**src/rtl/instr_decode_stage_if.sv**
```systemverilog
// risc_pkg: instruction classes shared by the decode stage and its consumers.
// instr_decode_stage_if: fetch-side valid/ready channel, flush, and the
// decoded-record output channel of instr_decode_stage.
//   master : the surrounding pipeline. It drives in_*, flush and out_ready.
//   slave  : the decode stage. It drives in_ready and out_*.
package risc_pkg;
  typedef enum logic [5:0] {
    RESET, UNKNOWN,
    ADD, SUB, SLL, SLT, SLTU, XOR, SRL, SRA, OR, AND,
    MUL, MULH, MULSU, MULU, DIV, DIVU, REM, REMU,
    ADDI, SLTI, SLTIU, XORI, ORI, ANDI, SLLI, SRLI, SRAI,
    LB, LH, LW, LBU, LHU, JALR,
    SB, SH, SW,
    BEQ, BNE, BLT, BGE, BLTU, BGEU,
    LUI, AUIPC, JAL
  } instr_type;
endpackage

interface instr_decode_stage_if;
  import risc_pkg::*;

  logic        in_valid;
  logic        in_ready;
  logic [31:0] in_instr;
  logic [31:0] in_pc;
  logic        flush;
  logic        out_valid;
  logic        out_ready;
  instr_type   out_type;
  logic [4:0]  out_rd;
  logic [4:0]  out_rs1;
  logic [4:0]  out_rs2;
  logic [31:0] out_imm;
  logic [31:0] out_pc;
  logic        out_illegal;

  modport master (
    output in_valid, in_instr, in_pc, flush, out_ready,
    input  in_ready, out_valid, out_type, out_rd, out_rs1, out_rs2,
           out_imm, out_pc, out_illegal
  );

  modport slave (
    input  in_valid, in_instr, in_pc, flush, out_ready,
    output in_ready, out_valid, out_type, out_rd, out_rs1, out_rs2,
           out_imm, out_pc, out_illegal
  );
endinterface

```
**src/rtl/instr_decode_stage.sv**
```systemverilog
// instr_decode_stage: registered RV32IM decode stage.
// Accepts one instruction word and its PC per valid/ready handshake and
// classifies the word. It extracts the register indices and the immediate,
// then holds the result in a one-entry output register that supports
// backpressure and flush.
//   clk, rst_n : clock, asynchronous active-low reset
//   bus        : instr_decode_stage_if.slave (input channel, flush, output record)
//   ill_cnt    : saturating count of accepted illegal (UNKNOWN) words
module instr_decode_stage
  import risc_pkg::*;
#(
  parameter int unsigned ILL_CNT_W = 16
) (
  input  logic                 clk,
  input  logic                 rst_n,
  instr_decode_stage_if.slave  bus,
  output logic [ILL_CNT_W-1:0] ill_cnt
);

  // Operand/immediate layout selected by the decoded class.
  typedef enum logic [2:0] {F_NONE, F_R, F_I, F_SH, F_S, F_B, F_U, F_J} fmt_e;

  logic [31:0] ins;
  logic [6:0]  opcode;
  logic [2:0]  funct3;
  logic [6:0]  funct7;

  assign ins    = bus.in_instr;
  assign opcode = ins[6:0];
  assign funct3 = ins[14:12];
  assign funct7 = ins[31:25];

  instr_type   dec_type;
  fmt_e        dec_fmt;
  logic [4:0]  dec_rd, dec_rs1, dec_rs2;
  logic [31:0] dec_imm;
  logic        accept;

  always_comb begin
    dec_type = UNKNOWN;
    dec_fmt  = F_NONE;
    case (opcode)
      7'b0110011: begin
        dec_fmt = F_R;
        case (funct7)
          7'b0000001:
            case (funct3)
              3'd0: dec_type = MUL;
              3'd1: dec_type = MULH;
              3'd2: dec_type = MULSU;
              3'd3: dec_type = MULU;
              3'd4: dec_type = DIV;
              3'd5: dec_type = DIVU;
              3'd6: dec_type = REM;
              3'd7: dec_type = REMU;
            endcase
          7'b0000000:
            case (funct3)
              3'd0: dec_type = ADD;
              3'd1: dec_type = SLL;
              3'd2: dec_type = SLT;
              3'd3: dec_type = SLTU;
              3'd4: dec_type = XOR;
              3'd5: dec_type = SRL;
              3'd6: dec_type = OR;
              3'd7: dec_type = AND;
            endcase
          7'b0100000:
            if (funct3 == 3'd0)      dec_type = SUB;
            else if (funct3 == 3'd5) dec_type = SRA;
          default: ;
        endcase
      end
      7'b0010011: begin
        dec_fmt = F_I;
        case (funct3)
          3'd0: dec_type = ADDI;
          3'd2: dec_type = SLTI;
          3'd3: dec_type = SLTIU;
          3'd4: dec_type = XORI;
          3'd6: dec_type = ORI;
          3'd7: dec_type = ANDI;
          3'd1:
            if (funct7 == 7'b0000000) begin
              dec_type = SLLI;
              dec_fmt  = F_SH;
            end
          3'd5: begin
            dec_fmt = F_SH;
            if (funct7 == 7'b0000000)      dec_type = SRLI;
            else if (funct7 == 7'b0100000) dec_type = SRAI;
          end
        endcase
      end
      7'b0000011: begin
        dec_fmt = F_I;
        case (funct3)
          3'd0:    dec_type = LB;
          3'd1:    dec_type = LH;
          3'd2:    dec_type = LW;
          3'd4:    dec_type = LBU;
          3'd5:    dec_type = LHU;
          default: ;
        endcase
      end
      7'b1100111: begin
        dec_fmt = F_I;
        if (funct3 == 3'd0) dec_type = JALR;
      end
      7'b0100011: begin
        dec_fmt = F_S;
        case (funct3)
          3'd0:    dec_type = SB;
          3'd1:    dec_type = SH;
          3'd2:    dec_type = SW;
          default: ;
        endcase
      end
      7'b1100011: begin
        dec_fmt = F_B;
        case (funct3)
          3'd0:    dec_type = BEQ;
          3'd1:    dec_type = BNE;
          3'd4:    dec_type = BLT;
          3'd5:    dec_type = BGE;
          3'd6:    dec_type = BLTU;
          3'd7:    dec_type = BGEU;
          default: ;
        endcase
      end
      7'b0110111: begin dec_type = LUI;   dec_fmt = F_U; end
      7'b0010111: begin dec_type = AUIPC; dec_fmt = F_U; end
      7'b1101111: begin dec_type = JAL;   dec_fmt = F_J; end
      default: ;
    endcase
    // An unrecognised word carries no operands at all.
    if (dec_type == UNKNOWN) dec_fmt = F_NONE;
  end

  always_comb begin
    dec_rd  = ins[11:7];
    dec_rs1 = ins[19:15];
    dec_rs2 = ins[24:20];
    dec_imm = '0;
    case (dec_fmt)
      F_R: ;
      F_I: begin
        dec_rs2 = '0;
        dec_imm = {{20{ins[31]}}, ins[31:20]};
      end
      F_SH: begin
        dec_rs2 = '0;
        dec_imm = {27'b0, ins[24:20]};
      end
      F_S: begin
        dec_rd  = '0;
        dec_imm = {{20{ins[31]}}, ins[31:25], ins[11:7]};
      end
      F_B: begin
        dec_rd  = '0;
        dec_imm = {{19{ins[31]}}, ins[31], ins[7], ins[30:25], ins[11:8], 1'b0};
      end
      F_U: begin
        dec_rs1 = '0;
        dec_rs2 = '0;
        dec_imm = {ins[31:12], 12'b0};
      end
      F_J: begin
        dec_rs1 = '0;
        dec_rs2 = '0;
        dec_imm = {{11{ins[31]}}, ins[31], ins[19:12], ins[20], ins[30:21], 1'b0};
      end
      default: begin
        dec_rd  = '0;
        dec_rs1 = '0;
        dec_rs2 = '0;
      end
    endcase
  end

  assign bus.in_ready = !bus.out_valid || bus.out_ready;
  assign accept       = bus.in_valid && bus.in_ready && !bus.flush;

  always_ff @(posedge clk or negedge rst_n) begin
    if (!rst_n) begin
      bus.out_valid   <= 1'b0;
      bus.out_type    <= RESET;
      bus.out_illegal <= 1'b0;
      bus.out_rd      <= '0;
      bus.out_rs1     <= '0;
      bus.out_rs2     <= '0;
      bus.out_imm     <= '0;
      bus.out_pc      <= '0;
      ill_cnt         <= '0;
    end else if (bus.flush) begin
      bus.out_valid <= 1'b0;
    end else if (accept) begin
      bus.out_valid   <= 1'b1;
      bus.out_type    <= dec_type;
      bus.out_illegal <= (dec_type == UNKNOWN);
      bus.out_rd      <= dec_rd;
      bus.out_rs1     <= dec_rs1;
      bus.out_rs2     <= dec_rs2;
      bus.out_imm     <= dec_imm;
      bus.out_pc      <= bus.in_pc;
      if (dec_type == UNKNOWN && ill_cnt != '1) ill_cnt <= ill_cnt + ILL_CNT_W'(1);
    end else if (bus.out_ready) begin
      bus.out_valid <= 1'b0;
    end
  end

endmodule

```
**src/flat_wrapper.sv**
```systemverilog
// flat-port wrapper written by rule: the top's interface ports become plain ports
module instr_decode_stage_flat import risc_pkg::*;
#(
  parameter int unsigned ILL_CNT_W = 16
)
  (clk, rst_n, ill_cnt, bus_in_valid, bus_in_instr, bus_in_pc, bus_flush, bus_out_ready, bus_in_ready, bus_out_valid, bus_out_type, bus_out_rd, bus_out_rs1, bus_out_rs2, bus_out_imm, bus_out_pc, bus_out_illegal);
  instr_decode_stage_if bus_i ();
  input  logic clk;
  input  logic rst_n;
  output logic [ILL_CNT_W-1:0] ill_cnt;
  input wire logic [$bits(bus_i.in_valid)-1:0] bus_in_valid;
  input wire logic [$bits(bus_i.in_instr)-1:0] bus_in_instr;
  input wire logic [$bits(bus_i.in_pc)-1:0] bus_in_pc;
  input wire logic [$bits(bus_i.flush)-1:0] bus_flush;
  input wire logic [$bits(bus_i.out_ready)-1:0] bus_out_ready;
  output wire logic [$bits(bus_i.in_ready)-1:0] bus_in_ready;
  output wire logic [$bits(bus_i.out_valid)-1:0] bus_out_valid;
  output wire logic [$bits(bus_i.out_type)-1:0] bus_out_type;
  output wire logic [$bits(bus_i.out_rd)-1:0] bus_out_rd;
  output wire logic [$bits(bus_i.out_rs1)-1:0] bus_out_rs1;
  output wire logic [$bits(bus_i.out_rs2)-1:0] bus_out_rs2;
  output wire logic [$bits(bus_i.out_imm)-1:0] bus_out_imm;
  output wire logic [$bits(bus_i.out_pc)-1:0] bus_out_pc;
  output wire logic [$bits(bus_i.out_illegal)-1:0] bus_out_illegal;
  assign bus_i.in_valid = bus_in_valid;
  assign bus_i.in_instr = bus_in_instr;
  assign bus_i.in_pc = bus_in_pc;
  assign bus_i.flush = bus_flush;
  assign bus_i.out_ready = bus_out_ready;
  assign bus_in_ready = bus_i.in_ready;
  assign bus_out_valid = bus_i.out_valid;
  assign bus_out_type = bus_i.out_type;
  assign bus_out_rd = bus_i.out_rd;
  assign bus_out_rs1 = bus_i.out_rs1;
  assign bus_out_rs2 = bus_i.out_rs2;
  assign bus_out_imm = bus_i.out_imm;
  assign bus_out_pc = bus_i.out_pc;
  assign bus_out_illegal = bus_i.out_illegal;
  instr_decode_stage #(.ILL_CNT_W(ILL_CNT_W)) u_core (.clk(clk), .rst_n(rst_n), .bus(bus_i), .ill_cnt(ill_cnt));
endmodule
```
**config.mk**
```make
export PLATFORM = sky130hd
export DESIGN_NAME = instr_decode_stage_flat
export DESIGN_NICKNAME = d
export VERILOG_FILES = /design/src/rtl/instr_decode_stage_if.sv /design/src/rtl/instr_decode_stage.sv /design/src/flat_wrapper.sv
export SDC_FILE = /design/constraint.sdc
export NUM_CORES = 1
export LEC_CHECK = 0
export ABC_AREA = 0
export CORE_MARGIN = 2
export CORE_UTILIZATION = 51
export DETAILED_ROUTE_END_ITERATION = 12
export PLACE_DENSITY = 0.87
export SYNTH_ARGS = -nofsm -noshare
export SYNTH_HDL_FRONTEND = slang
export SYNTH_SLANG_ARGS = --single-unit
```
**constraint.sdc**
```tcl
create_clock -name clk -period 3.6 [get_ports clk]
set_input_delay 0.54 -clock clk [delete_from_list [all_inputs] [get_ports clk]]
set_output_delay 0.54 -clock clk [all_outputs]
set_load 0.02 [all_outputs]
```
==> results of run 1 <==
-- flip-flops by register name, indices dropped and copies added (netlist names) --
| signal | cells |
|---|---|
| u_core.bus.out_valid | 1 |
| u_core.bus.out_imm | 32 |
| u_core.bus.out_type | 6 |
| u_core.ill_cnt | 16 |
| u_core.bus.out_rd | 5 |
| u_core.bus.out_rs2 | 5 |
| u_core.bus.out_illegal | 1 |
| u_core.bus.out_pc | 32 |
| u_core.bus.out_rs1 | 5 |
-- cell usage in the layout (no fill, tap or decap), types with 7 or more instances in the layout --
| cell type | netlist | routed |
|---|---|---|
| nand2_1 | 180 | 180 |
| clkdlybuf4s50_1 | 0 | 171 |
| dfrtp_1 | 103 | 103 |
| nand3_1 | 42 | 42 |
| buf_4 | 1 | 29 |
| inv_1 | 18 | 18 |
| o21ai_0 | 18 | 18 |
| xor2_1 | 17 | 17 |
| nor2_1 | 16 | 15 |
| o31ai_1 | 15 | 15 |
| and3_1 | 11 | 11 |
| nor4_2 | 11 | 11 |
| nor2b_1 | 9 | 9 |
| nand2b_1 | 9 | 9 |
| a21oi_1 | 9 | 9 |
| clkbuf_8 | 0 | 9 |
| and2_1 | 8 | 8 |
| nor3_1 | 7 | 7 |
| a31oi_1 | 7 | 7 |
| ha_1 | 7 | 7 |
-- kinds of logic after synthesis --
group / Yosys count / synth area share
compound gates: 93 / 0.126
fa+ha+maj: 7 / 0.0161
mux: 3 / 0.00598
flops: 103 / 0.474
xor+xnor: 17 / 0.0274
simple gates: 329 / 0.307
buf+inv: 57 / 0.0439
-- metal layers --
layer / wire [um] / track usage / part of all wire
met5: 0 / 0 / 0
met4: 487 / 0.115 / 0.028
met3: 1330 / 0.0605 / 0.077
met2: 8640 / 0.515 / 0.50
met1: 6920 / 0.395 / 0.40
-- power by group --
group          internal (W)  switching [W]
Clock              0.000271       0.000451
Sequential          0.00126      0.0000858
Combinational      0.000363       0.000422
Total               0.00190       0.000958
-- repair_timing --
action,4_1_cts,5_1_grt
setup endpoints to repair,0,11
gates resized for setup,0,1
hold endpoints to repair,0,0
buffers inserted,0,0
-- stage by stage --
step                power [W]  hold WS, ns  cells
floorplan             0.00172        0.244    609
global placement      0.00213        0.456    909
detailed placement    0.00215        0.466    909
CTS                   0.00286        0.236    925
global route          0.00297        0.271    925
finish                0.00286        0.216    925
-- how the worst max path moves through the flow --
stage | to | cells after the start
after floorplan | u_core.ill_cnt[1] | 10
after global placement | u_core.bus.out_rs2[2] | 9
after detailed placement | u_core.bus.out_rs2[3] | 10
after CTS | u_core.bus.out_rs2[0] | 9
after global routing | u_core.ill_cnt[15] | 12
final | u_core.ill_cnt[15] | 12
-- worst reg2reg max path, delay by kind of cell (launching register included) --
kind | cells | cell delay [ns]
AND/OR/NAND/NOR | 4 | 0.90
AO/OA/AOI/OAI | 1 | 0.83
flip-flops | 1 | 0.41
multiplexers | 1 | 0.34
adder cells (fa/ha/maj) | 1 | 0.18
-- cell type report --
cell class                      count  area share
Tap cell                          136      0.0223
Multi-Input combinational cell    449       0.345
Inverter                           18     0.00886
Clock inverter                      7     0.00918
Sequential cell                   103       0.338
Clock buffer                        9      0.0162
Timing Repair Buffer              203       0.261
==> out/results.tsv, run 1 <==
stage	metric	value	unit
synthesis	post_synth_num_cell_types	67	
synthesis	synthMostInstantiatedCell	nand2_1	
worst_setup_path	setup.reg_to_reg.worst_slack	0.84	ns
grt	grt_use_total	0.308	
routing	postRouteWirelength	17400	um
placement	post_dp_cell_area	0.00743	sq mm
worst_setup_path	critical_path.max_stage_delay	0.53	ns
floorplanning	design.core.area	0.0103	sq mm
clock_network	tritoncts	yes	
worst_setup_path	path_cells	clkdlybuf4s50_1, inv_1, ha_1, nor4bb_1, o21ai_0, a221oi_1, o211ai_2, nand4b_2, buf_4, buf_12, nor4_2, xor2_1	
clock_network	clk_root_buffer_cell	clkbuf_8	
floorplanning	fp.dieArea	0.0115	sq mm
sta	finalSetupTns	0	ns
finish	antenna-diode-count	0	
sta	final.min_clock_period	3.37	ns
routing	route.detailed.wl_per_inst	18.8	um
placement	place.port_buffers	172	
routing	post-route-drc-count	0	
pwr	ir_worst_vdd	225	uV
sta	max-slew-margin-rel	0.409	
run_status	outcome	completed	
clock_network	cts.reportedPaths.clkPinSlew	0.11	ns
synthesis	synth.cells.most_frequent	nand2_1, dfrtp_1, nand3_1	
clock_network	clock_tree.htree_level_count	3	
routing	dr.pass1.iters	6	
worst_setup_path	path_max_fanout	14	
worst_setup_path	kind_of_launch_point_of_the_worst_setup_path	input pin	
synthesis	netlist_area	0.00544	sq mm
worst_setup_path	worst_path_max_delay_cell	clkdlybuf4s50_1	
synthesis	yosysWarnings	0	
sta	rsz0062_at_grt	no	
synthesis	synth_enable_flop_cells	0	
finish	layout-drive-gt1-share	0.100	
floorplanning	floorplan.die.height	107	um
worst_setup_path	crit_path_start	bus_in_instr[12]	
routing	route.antenna.remaining_nets	0	
clock_network	clock_network_latency_to_the_later_pin_of_the_worst_skew_pair	0.38	ns
sta	fmaxAchievable	297	MHz
floorplanning	fp-row-count	37	
worst_setup_path	worst-endpoint-required	3.86	ns
finish	postLayoutCellArea	0.00763	sq mm
placement	place.detailed.hpwl	13000	um
sta	final_worst_path_cycle_share	0.935	
placement	routabilityCongestion	0.954	
finish	areaGrowthSynthToFinish	40.2	%
synthesis	yosysSeqAreaShare	0.474	
synthesis	postSynthAreaPerCell	8.93	sq um
finish	num-fill-cells	752	
worst_setup_path	crit_buf_inv	4	
synthesis	yosys_register_bits	103	
worst_setup_path	cpLargestDelayFamily	buffers and inverters	
clock_network	postCtsHoldBufs	0	
sta	fin_ws	0.233	ns
grt	antenna_found_initial	0	
finish	multi_input_logic_area	0.00263	sq mm
worst_setup_path	end_kind	register	
synthesis	synthesis.nets	685	
floorplanning	initial_cell_density_of_the_core	0.527	
sta	worst_clock_skew	0.00785	ns
clock_network	cts_inserted_buffers	9	
finish	seqCellArea	0.00258	sq mm
grt	grt_pass1_wl	27700	um
sta	timing.final.max_slew_violations	0	
clock_network	cts_sinks	103	
synthesis	synth.largest_area_cell	dfrtp_1	
sta	final-hold-violation-count	0	
synthesis	yosysTopAreaCellShare	0.474	
pwr	power_density	374	mW/mm^2
floorplanning	pin_count	173	
worst_setup_path	r2r_end	u_core.ill_cnt[1]	
worst_setup_path	critical_path_class	input pin to register	
sta	tightestPinTransition	0.887	ns
finish	fin_util	0.739	
routing	vias	5414	
synthesis	synth_ff_type	dfrtp_1	
finish	num-nets-final	860	
routing	vias_per_cell	5.85	
grt	via_count_of_the_first_global_routing_pass	5417	
worst_setup_path	crit-reg2reg-launch	u_core.ill_cnt[0]	
routing	drt_iter0_drc	388	
flow_run	max-cap-violations	0	
pwr	static-leakage-power	3.48	nW
synthesis	ys_async_sr_fraction	1.00	
clock_network	max-clock-path-buffers	2	
sta	timing.final.setup_violations	0	
hold_path	hold_class	input pin to asynchronous set/reset pin	
synthesis	syn-instance-count	609	
floorplanning	floorplan.die.width	107	um
placement	dp_worst_setup_slack	-0.114	ns
grt	grt_max_degree	68	
worst_setup_path	cp.arrival	3.62	ns
worst_setup_path	worst-r2r-cell-count	7	
synthesis	netlist_top_cells_area	dfrtp_1, nand2_1, nand3_1, xor2_1, nor4_2	
grt	grt-ovfl-total	0	
Power figures use the tool's default switching activity.
==> inputs of run 2 (changes only) <==
Settings changed: CORE_UTILIZATION 51 to 47, CTS_CLUSTER_DIAMETER from default to 150, PLACE_DENSITY 0.87 to 0.81.
Clock period 3.6 ns to 3.4 ns, I/O delays scaled along.
==> out/results.tsv, run 2 (same netlist as run 1, synthesis figures left out) <==
stage	metric	value	unit	change
worst_setup_path	r2r_end	u_core.ill_cnt[1]		
clock_network	postCtsHoldBufs	0		unchanged
finish	fin_util	0.694		-0.0452
grt	antenna_found_initial	0		unchanged
worst_setup_path	kind_of_launch_point_of_the_worst_setup_path	input pin		
flow_run	max-cap-violations	0		unchanged
run_status	outcome	completed		
clock_network	cts-resized-gates	0		unchanged
floorplanning	floorplan.die.width	112	um	+4.0%
finish	layout-drive-gt1-share	0.115		+0.0144
routing	vias_per_cell	5.50		-6.0%
clock_network	max-clock-path-buffers	2		unchanged
clock_network	cts_inserted_buffers	9		unchanged
worst_setup_path	timing.critical_path.depth	12		unchanged
grt	top_usage_layer	met2		
floorplanning	initial_cell_density_of_the_core	0.478		-0.0485
grt	grtUsageMet2	0.441		-0.0739
worst_setup_path	worst-r2r-cell-count	8		+1
worst_setup_path	end_kind	register		
routing	vias	5207		-3.8%
finish	num-nets-final	875		+1.7%
worst_setup_path	critical_path_class	input pin to register		
floorplanning	pin_count	173		unchanged
sta	timing.final.max_slew_violations	0		unchanged
sta	final_worst_path_cycle_share	0.913		
grt	grt_use_total	0.260		-0.0480
floorplanning	fp-row-count	39		+5.4%
floorplanning	fp.dieArea	0.0125	sq mm	+8.2%
pwr	ir_worst_vdd	444	uV	+97%
floorplanning	design.core.area	0.0114	sq mm	+10%
worst_setup_path	path_cells	clkdlybuf4s50_1, inv_1, ha_1, buf_4, nor4_1, or4_4, o211ai_2, nand4b_2, buf_12, buf_12, nor4_2, xor2_1		
routing	postRouteWirelength	16100	um	-7.3%
worst_setup_path	worst_path_max_delay_cell	clkdlybuf4s50_1		
finish	areaGrowthSynthToFinish	45.0	%	
placement	post_dp_cell_area	0.00759	sq mm	+2.1%
finish	layout.cells.most_common	nand2_1		
sta	worst_clock_skew	0.00757	ns	-0.000280 ns
clock_network	clock_tree.htree_level_count	3		unchanged
placement	routabilityCongestion	0.948		-0.60%
floorplanning	floorplan.die.height	112	um	+4.0%
grt	use_met1	0.329		-0.0659
worst_setup_path	critical_path.max_stage_delay	0.46	ns	-0.07 ns
clock_network	post_cts_buffers	0		unchanged
routing	route.detailed.wl_per_inst	17.0	um	-9.3%
pwr	static-leakage-power	3.62	nW	+4.0%
worst_setup_path	crit-reg2reg-launch	u_core.ill_cnt[0]		
worst_setup_path	crit_path_most_repeated_cell	buf_12		
finish	num-fill-cells	907		+21%
sta	final-hold-violation-count	0		unchanged
routing	post-route-drc-count	0		unchanged
worst_setup_path	setup.reg_to_reg.worst_slack	0.97	ns	+0.13 ns
worst_setup_path	endpoint	u_core.ill_cnt[11]		
worst_setup_path	crit_buf_inv	5		+1
placement	place.port_buffers	172		unchanged
pwr	power_density	421	mW/mm^2	+12%
clock_network	cts_sinks	103		unchanged
hold_path	hold_class	input pin to asynchronous set/reset pin		
clock_network	clk_root_buffer_cell	clkbuf_16		
sta	tightestPinTransition	0.860	ns	-0.0268 ns
sta	fmaxAchievable	322	MHz	
clock_network	tritoncts	yes		
finish	postLayoutCellArea	0.00789	sq mm	+3.4%
routing	dr.pass1.iters	4		-2
finish	antenna-diode-count	0		unchanged
worst_setup_path	path_max_fanout	14		unchanged
worst_setup_path	crit_path_start	bus_in_instr[12]		
sta	timing.final.setup_violations	0		unchanged
placement	place.detailed.hpwl	12000	um	-7.6%
grt	grt_pass1_wl	26100	um	-5.7%
grt	via_count_of_the_first_global_routing_pass	5262		-2.9%
finish	biggestRegsByFlops	u_core.bus.out_imm x32, u_core.bus.out_pc x32, u_core.ill_cnt x16		
routing	drt_iter0_drc	366		-5.7%
grt	use_met3	0.0631		+0.00261
clock_network	cts.reportedPaths.clkPinSlew	0.07	ns	-0.04 ns
finish	mostFrequentLayoutCells	nand2_1, clkdlybuf4s50_1, dfrtp_1, nand3_1, buf_4		
sta	max-slew-margin-rel	0.426		+0.0179
routing	route.antenna.remaining_nets	0		unchanged
sta	final.min_clock_period	3.10	ns	
grt	grt-ovfl-total	0		unchanged
worst_setup_path	cp.arrival	3.38	ns	-0.24 ns
grt	grt_max_degree	103		+51%
sta	rsz0062_at_grt	no		
worst_setup_path	cpLargestDelayFamily	buffers and inverters		
clock_network	clock_network_latency_to_the_later_pin_of_the_worst_skew_pair	0.36	ns	-0.02 ns
worst_setup_path	worst-endpoint-required	3.67	ns	-0.19 ns
==> run 2: through the flow <==
step                hold WS [ns]  power, W  TNS (ns)  std cells  worst slack [ns]
detailed placement         0.466   0.00229   -0.0593        931           -0.0593
CTS                        0.292   0.00334         0        946             0.324
finish                     0.269   0.00332         0        946             0.297
global route               0.340   0.00345         0        946             0.133
floorplan                  0.214   0.00182         0        609             0.752
global placement           0.456   0.00226         0        931            0.0758
==> run 2: worst register-to-register path: stages, from the launching register on <==
cell	delay [ns]
dfrtp_1	0.41
ha_1	0.21
nand3_1	0.15
or2_2	0.35
nor2b_1	0.31
a41o_1	0.22
buf_4	0.27
nor3_4	0.06
mux2_1	0.33
==> run 2: routing by layer <==
metal | wire length (um) | vias up | share of wire
met1 | 6790 | 2513 | 0.42
met5 | 0 | - | 0
li1 | - | 2485 | -
met4 | 376 | 0 | 0.023
met3 | 904 | 32 | 0.056
met2 | 8050 | 177 | 0.50
==> run 2: power by group <==
group	total (W)	switching, W	internal (W)
Sequential	0.00143	0.0000957	0.00134
Clock	0.00105	0.000463	0.000588
Combinational	0.000832	0.000437	0.000396
==> run 2: how the worst min path moves through the flow <==
stage               cells after the start                      to             startpoint  slack (ns)
finish                                  1       u_core.ill_cnt[7]                  rst_n        0.27
global route                            1      u_core.ill_cnt[10]                  rst_n        0.34
CTS                                     1       u_core.ill_cnt[7]                  rst_n        0.29
detailed placement                      2   u_core.bus.out_pc[22]  u_core.bus.out_pc[22]        0.47
global placement                        2    u_core.bus.out_pc[7]   u_core.bus.out_pc[7]        0.46
floorplan                               0  u_core.bus.out_illegal                  rst_n        0.21
==> run 2: final cells by class <==
type,instances,area [sq um],share of cell area
Clock buffer,10,239,0.0303
Clock inverter,5,57.6,0.00730
Inverter,18,67.6,0.00856
Multi-Input combinational cell,449,2630,0.333
Sequential cell,103,2580,0.327
Tap cell,143,179,0.0227
Timing Repair Buffer,218,2140,0.271
